`src/rtl/sm_adc_pkg.sv`:
```
// Shared types and frame layout for the ADC128S022-style scan controller.
package sm_adc_pkg;

    typedef enum logic [1:0] {IDLE, SETUP, SHIFT, GAP} state_t;

    localparam int ADC_BITS       = 12;
    localparam int NUM_CH         = 8;
    localparam int FRAME_BITS     = 16;
    localparam int ADDR_FIRST_BIT = 2;
    localparam int ADDR_LAST_BIT  = 4;
    localparam int DATA_START_BIT = 4;

    // DIN frame is 0,0,A2,A1,A0 followed by zeros.
    function automatic logic frame_bit(input logic [3:0] b, input logic [2:0] ch);
        logic bit_v;
        bit_v = 1'b0;
        if (b == 4'(ADDR_FIRST_BIT))
            bit_v = ch[2];
        else if (b == 4'(ADDR_FIRST_BIT + 1))
            bit_v = ch[1];
        else if (b == 4'(ADDR_LAST_BIT))
            bit_v = ch[0];
        return bit_v;
    endfunction

endpackage

```
`src/rtl/sm_adc_rr_pick.sv`:
```
// Round-robin channel picker: next set bit of mask strictly after ptr, wrapping 7->0.
module sm_adc_rr_pick
    import sm_adc_pkg::*;
(
    input  logic [NUM_CH-1:0] mask,
    input  logic [2:0]        ptr,
    output logic [2:0]        pick
);

    logic [2:0] idx;

    // NOTE: every variable written here gets a default first, so no latch is inferred.
    always_comb begin
        pick = ptr;
        idx  = ptr;
        // Scan from farthest to nearest so the nearest hit wins; i = 8 wraps to ptr itself.
        for (int i = NUM_CH; i >= 1; i--) begin
            idx = ptr + 3'(i);
            if (mask[idx])
                pick = idx;
        end
    end

endmodule

```
`src/rtl/sm_adc_scheduler.sv`:
```
// Round-robin ADC128S022-style frame sequencer driven from clk_50M.
// Optional build macro SM_ADC_AVG_EN: emit per-channel averages of 4 samples instead of raw samples.
module sm_adc_scheduler
    import sm_adc_pkg::*;
#(
    parameter int SCLK_HALF    = 8,
    parameter int SETUP_CYCLES = 8,
    parameter int GAP_CYCLES   = 16
) (
    input  logic                clk_50M,
    input  logic                rst_n,
    input  logic                en,
    input  logic [NUM_CH-1:0]   ch_en,
    input  logic                adc_dout,
    output logic                adc_cs_n,
    output logic                adc_sck,
    output logic                adc_din,
    output logic [ADC_BITS-1:0] data_out,
    output logic [2:0]          data_ch,
    output logic                data_valid,
    output logic                busy
);

    localparam logic [15:0] HALF_LAST  = 16'(SCLK_HALF - 1);
    localparam logic [15:0] SETUP_LAST = 16'(SETUP_CYCLES - 1);
    localparam logic [15:0] GAP_LAST   = 16'(GAP_CYCLES - 1);

    state_t              state;
    logic [15:0]         cnt;
    logic [3:0]          bit_idx;
    logic [2:0]          cur_ch;
    logic [2:0]          prev_ch;
    logic [2:0]          rr_ptr;
    logic [2:0]          pick;
    logic                prev_valid;
    logic [ADC_BITS-1:0] shreg;
    logic                scan_go;
    logic                gap_done;
    logic                launch;

    sm_adc_rr_pick u_pick (
        .mask (ch_en),
        .ptr  (rr_ptr),
        .pick (pick)
    );

    assign scan_go  = en && (ch_en != '0);
    assign gap_done = (state == GAP) && (cnt == GAP_LAST);
    assign launch   = scan_go && ((state == IDLE) || gap_done);

`ifdef SM_ADC_AVG_EN
    logic [ADC_BITS+1:0] acc [NUM_CH];
    logic [1:0]          acc_cnt [NUM_CH];
    logic [ADC_BITS+1:0] acc_sum;

    assign acc_sum = acc[prev_ch] + {2'b00, shreg};
`endif

    // NOTE: sequential state uses non-blocking assignments only, so every register sees pre-edge values.
    always_ff @(posedge clk_50M) begin
        if (!rst_n) begin
            state      <= IDLE;
            cnt        <= '0;
            bit_idx    <= '0;
            cur_ch     <= '0;
            prev_ch    <= '0;
            rr_ptr     <= 3'd7;
            prev_valid <= 1'b0;
            shreg      <= '0;
            adc_cs_n   <= 1'b1;
            adc_sck    <= 1'b1;
            adc_din    <= 1'b0;
            data_out   <= '0;
            data_ch    <= '0;
            data_valid <= 1'b0;
            busy       <= 1'b0;
`ifdef SM_ADC_AVG_EN
            // NOTE: the accumulator array is reset explicitly; it is small register state, not RAM.
            for (int i = 0; i < NUM_CH; i++) begin
                acc[i]     <= '0;
                acc_cnt[i] <= '0;
            end
`endif
        end else begin
            data_valid <= 1'b0;
            case (state)
                IDLE: begin
                    prev_valid <= 1'b0;
`ifdef SM_ADC_AVG_EN
                    for (int i = 0; i < NUM_CH; i++) begin
                        acc[i]     <= '0;
                        acc_cnt[i] <= '0;
                    end
`endif
                end
                SETUP: begin
                    if (cnt == SETUP_LAST) begin
                        state   <= SHIFT;
                        cnt     <= '0;
                        bit_idx <= '0;
                        adc_sck <= 1'b0;
                        adc_din <= frame_bit(4'd0, cur_ch);
                    end else begin
                        cnt <= cnt + 16'd1;
                    end
                end
                SHIFT: begin
                    // First cycle of the high half-period is the rising-edge sample point.
                    if (adc_sck && (cnt == '0) && (bit_idx >= 4'(DATA_START_BIT)))
                        shreg <= {shreg[ADC_BITS-2:0], adc_dout};
                    if (cnt == HALF_LAST) begin
                        cnt <= '0;
                        if (!adc_sck) begin
                            adc_sck <= 1'b1;
                        end else if (bit_idx == 4'(FRAME_BITS - 1)) begin
                            state      <= GAP;
                            adc_cs_n   <= 1'b1;
                            adc_din    <= 1'b0;
                            prev_valid <= 1'b1;
                            prev_ch    <= cur_ch;
                            // This frame's data belongs to the channel addressed one frame earlier.
                            if (prev_valid) begin
`ifdef SM_ADC_AVG_EN
                                if (acc_cnt[prev_ch] == 2'd3) begin
                                    data_valid       <= 1'b1;
                                    data_out         <= acc_sum[ADC_BITS+1:2];
                                    data_ch          <= prev_ch;
                                    acc[prev_ch]     <= '0;
                                    acc_cnt[prev_ch] <= '0;
                                end else begin
                                    acc[prev_ch]     <= acc_sum;
                                    acc_cnt[prev_ch] <= acc_cnt[prev_ch] + 2'd1;
                                end
`else
                                data_valid <= 1'b1;
                                data_out   <= shreg;
                                data_ch    <= prev_ch;
`endif
                            end
                        end else begin
                            bit_idx <= bit_idx + 4'd1;
                            adc_sck <= 1'b0;
                            adc_din <= frame_bit(bit_idx + 4'd1, cur_ch);
                        end
                    end else begin
                        cnt <= cnt + 16'd1;
                    end
                end
                GAP: begin
                    if (gap_done) begin
                        if (!launch) begin
                            state <= IDLE;
                            busy  <= 1'b0;
                        end
                    end else begin
                        cnt <= cnt + 16'd1;
                    end
                end
                default: state <= IDLE;
            endcase

            // Frame start is shared by IDLE exit and back-to-back frames; ch_en is sampled only here.
            if (launch) begin
                state    <= SETUP;
                cnt      <= '0;
                adc_cs_n <= 1'b0;
                busy     <= 1'b1;
                cur_ch   <= pick;
                rr_ptr   <= pick;
            end
        end
    end

endmodule

```
`config.mk`:
```
export PLATFORM = sky130hd
export DESIGN_NAME = sm_adc_scheduler
export DESIGN_NICKNAME = d
export VERILOG_FILES = /design/src/rtl/sm_adc_pkg.sv /design/src/rtl/sm_adc_rr_pick.sv /design/src/rtl/sm_adc_scheduler.sv
export SDC_FILE = /design/constraint.sdc
export NUM_CORES = 1
export LEC_CHECK = 0
export BUFFER_PORTS_ARGS = -buffer_cell sky130_fd_sc_hd__buf_2
export CAP_MARGIN = 20
export CORE_ASPECT_RATIO = 1.75
export CORE_MARGIN = 4
export CORE_UTILIZATION = 54
export CTS_CLUSTER_SIZE = 30
export DETAILED_ROUTE_END_ITERATION = 10
export HOLD_SLACK_MARGIN = 0.08
export PLACE_DENSITY = 0.76
export SYNTH_ARGS = -nofsm -noshare
export SYNTH_HDL_FRONTEND = slang
export SYNTH_SLANG_ARGS = --single-unit
```
`constraint.sdc`:
```
create_clock -name clk_50M -period 3 [get_ports clk_50M]
set_input_delay 0 -clock clk_50M [delete_from_list [all_inputs] [get_ports clk_50M]]
set_output_delay 0 -clock clk_50M [all_outputs]
set_load 0.01 [all_outputs]
```
==> results.tsv <==
metric	value	unit
viasPerCell	5.81	
max_cap_viol_count	0	
hpwl	6210	microns
finalHoldViolations	0	
crit_required	3.27	ns
leakagePower	0.00175	uW
nNetsFinal	453	
cts_setup_buffers	0	
worstMarginPinSlew	0.724	ns
fp-row-count	39	
end_kind	flop	
ys_warn_count	0	
startpoint_type	flop	
synth_cells	395	
antenna_found_initial	0	
vdd_drop_max	525	uV
setup_ws	0.300	ns
crit_type	reg -> reg	
r2r_end	cur_ch[0]$_SDFFE_PN0P_	
hold_ws	0.201	ns
ys_ff_latch	64	
drc_errors	0	
place_ws	0.354	ns
setup-tns-final	0	ns
dp.cells	497	
cts_tree	built	
fin_crit_sh	90.0	%
fin_skew	0.00777	ns
wirelength	8380	microns
dr.pass1.iters	4	
reg2reg_depth	6	
drive_gt1_share	18.8	%
initial_core_util	55.2	%
io_buffers	31	
p_total	3180	uW
r2r-start	cnt[5]$_SDFFE_PP0P_	
postRouteAntennaNets	0	
grt_pass1_wl	14000	microns
endpoint	cur_ch[0]$_SDFFE_PN0P_	
worstPathArrival	2.97	ns
die_y	116	microns
synth_nets	421	
cts_made_buffers	9	
min_period	2.70	ns
ys_types	56	
n_antenna_cell	0	
cts-root-buf	clkbuf_16	
syn2layout_area_growth	14.8	%
clock-sinks	64	
ctsLongestPathBuffers	2	
place.gp.congestion	1.00	
dr.first_iter.drc_count	70	
synth_edf_count	0	
fp.dieW	69.8	microns
layout.cells.most_common	dfxtp_1	
status	finished, final reports clean	
clkTransAtPathRegs	0.05	ns
mostFrequentLayoutCells	64 x dfxtp_1, 56 x nand2_1, 31 x buf_2, 29 x mux2i_1, 27 x nor2_1	
grt.total_usage	22.0	%
overflow	0	
layout.cells.non_filler	514	
core-area	6540	sq um
grt_max_degree	52	
relSlewSlack	51.7	%
p_per_area	766	nW/um^2
cts_resized	0	
wl_per_cell	16.3	microns
insertion_delay	0.33	ns
ys_async_sr_fraction	0	%
grt_pass1_vias	3010	
vias	2987	
slew_violations	0	
critPathMaxFanout	13	
final-setup-viol-count	0	
regToRegSetupSlack	0.30	ns
ys.flop_type	dfxtp_1	
htreeDepth	3	
yosysSeqAreaShare	35.5	%
min_path_type	in -> reg	
rsz0062_at_grt	no	
fp.dieArea	8110	sq um
crit_start	cnt[5]$_SDFFE_PP0P_	
netlist_area	3610	sq um
ioPinCount	32	
syn_avg_cell_area	9.14	sq um
fmaxAchievable	370	MHz
## cell families (layout without fill, tap and decap cells)
group | Yosys count | count (layout) | synth area share, %
muxes | 41 | 41 | 14.6
xor gates and xnor gates | 20 | 20 | 5.37
and+or+nand+nor | 155 | 155 | 22.3
adders and majority gates | 14 | 14 | 4.85
AOI/OAI and AO/OA | 70 | 70 | 13.7
DFF | 64 | 64 | 35.5
buffers and inverters | 31 | 68 | 3.67
## flip-flops by register name (all words and copies together), names as in the netlist
signal      cells
cnt            16
data_out       12
shreg          12
bit_idx         4
cur_ch          3
data_ch         3
prev_ch         3
rr_ptr          3
state           2
adc_cs_n        1
adc_din         1
adc_sck         1
busy            1
data_valid      1
prev_valid      1
## where the power goes
part | leakage, uW | switching [uW] | internal (uW)
logic | 0.00108 | 701 | 506
registers | 0.000518 | 50.8 | 896
clock network | 0.000145 | 361 | 663
total | 0.00175 | 1110 | 2060
## cell type report
class                   count  area [sq um]
clock inverters             5          56.3
clock buffers              11           243
flip-flops and latches     64          1280
well taps                  82           103
fillers                   588          2390
inverters                  13          48.8
multi-input cells         300          2200
repair buffers             39           218
## cells in the mapped netlist, types with 3 or more instances
cell type	n	area share, %
nand4_1	3	0.52
nor3_1	4	0.55
a21oi_1	17	2.4
o211ai_1	4	0.83
a31oi_1	3	0.52
mux2i_1	29	8.0
o21ai_0	11	1.5
dfxtp_1	64	35
a21boi_2	8	2.5
clkbuf_1	11	1.1
xor2_1	11	2.7
nand2_1	56	5.8
xnor2_1	8	1.9
buf_2	4	0.55
nand2b_1	5	0.87
a21boi_0	9	1.9
mux4_2	9	5.6
nor2b_1	23	4.0
mux2_2	3	0.94
nor2_1	27	2.8
and3_1	3	0.52
ha_1	14	4.9
nand3_1	15	2.1
inv_1	13	1.4
## per-stage QoR
| step | util (%) | area [sq um] |
|---|---|---|
| 3_5_place_dp | 58.7 | 3840 |
| 6_report | 63.4 | 4150 |
| 3_3_place_gp | 58.7 | 3840 |
| 2_1_floorplan | - | 3610 |
| 5_1_grt | 63.4 | 4150 |
| 4_1_cts | 63.4 | 4150 |
## how the worst min path moves through the flow
stage / start / endpoint / cells past startpoint / slack, ns
3_5_place_dp: adc_dout / shreg[0]$_SDFFE_PN0P_ / 3 / 0.28
5_1_grt: rst_n / adc_cs_n$_SDFFE_PN1P_ / 2 / 0.24
6_report: rst_n / adc_cs_n$_SDFFE_PN1P_ / 2 / 0.20
2_1_floorplan: adc_dout / shreg[0]$_SDFFE_PN0P_ / 2 / 0.17
4_1_cts: rst_n / adc_cs_n$_SDFFE_PN1P_ / 2 / 0.20
3_3_place_gp: adc_dout / shreg[0]$_SDFFE_PN0P_ / 3 / 0.26
## worst max-delay path: stages (launching register included)
cell      delay (ns)
dfxtp_1         0.33
or4_4           0.57
nor4_2          0.52
a21oi_1         0.12
nand3b_1        0.43
or4b_1          0.59
nand3_1         0.08
## repair_timing
action / in CTS / in global routing
hold buffers: 1 / 0
hold endpoints to repair: 1 / 0
endpoints found under the setup margin: 0 / 0
## layer usage
layer	routed length, microns	vias up	track usage (%)
met5	0	-	0
met1	2940	1395	20.7
met2	4530	95	39.9
li1	-	1457	-
met4	592	0	18.3
met3	321	40	4.91
No activity file was read; power rests on OpenSTA's default activity.
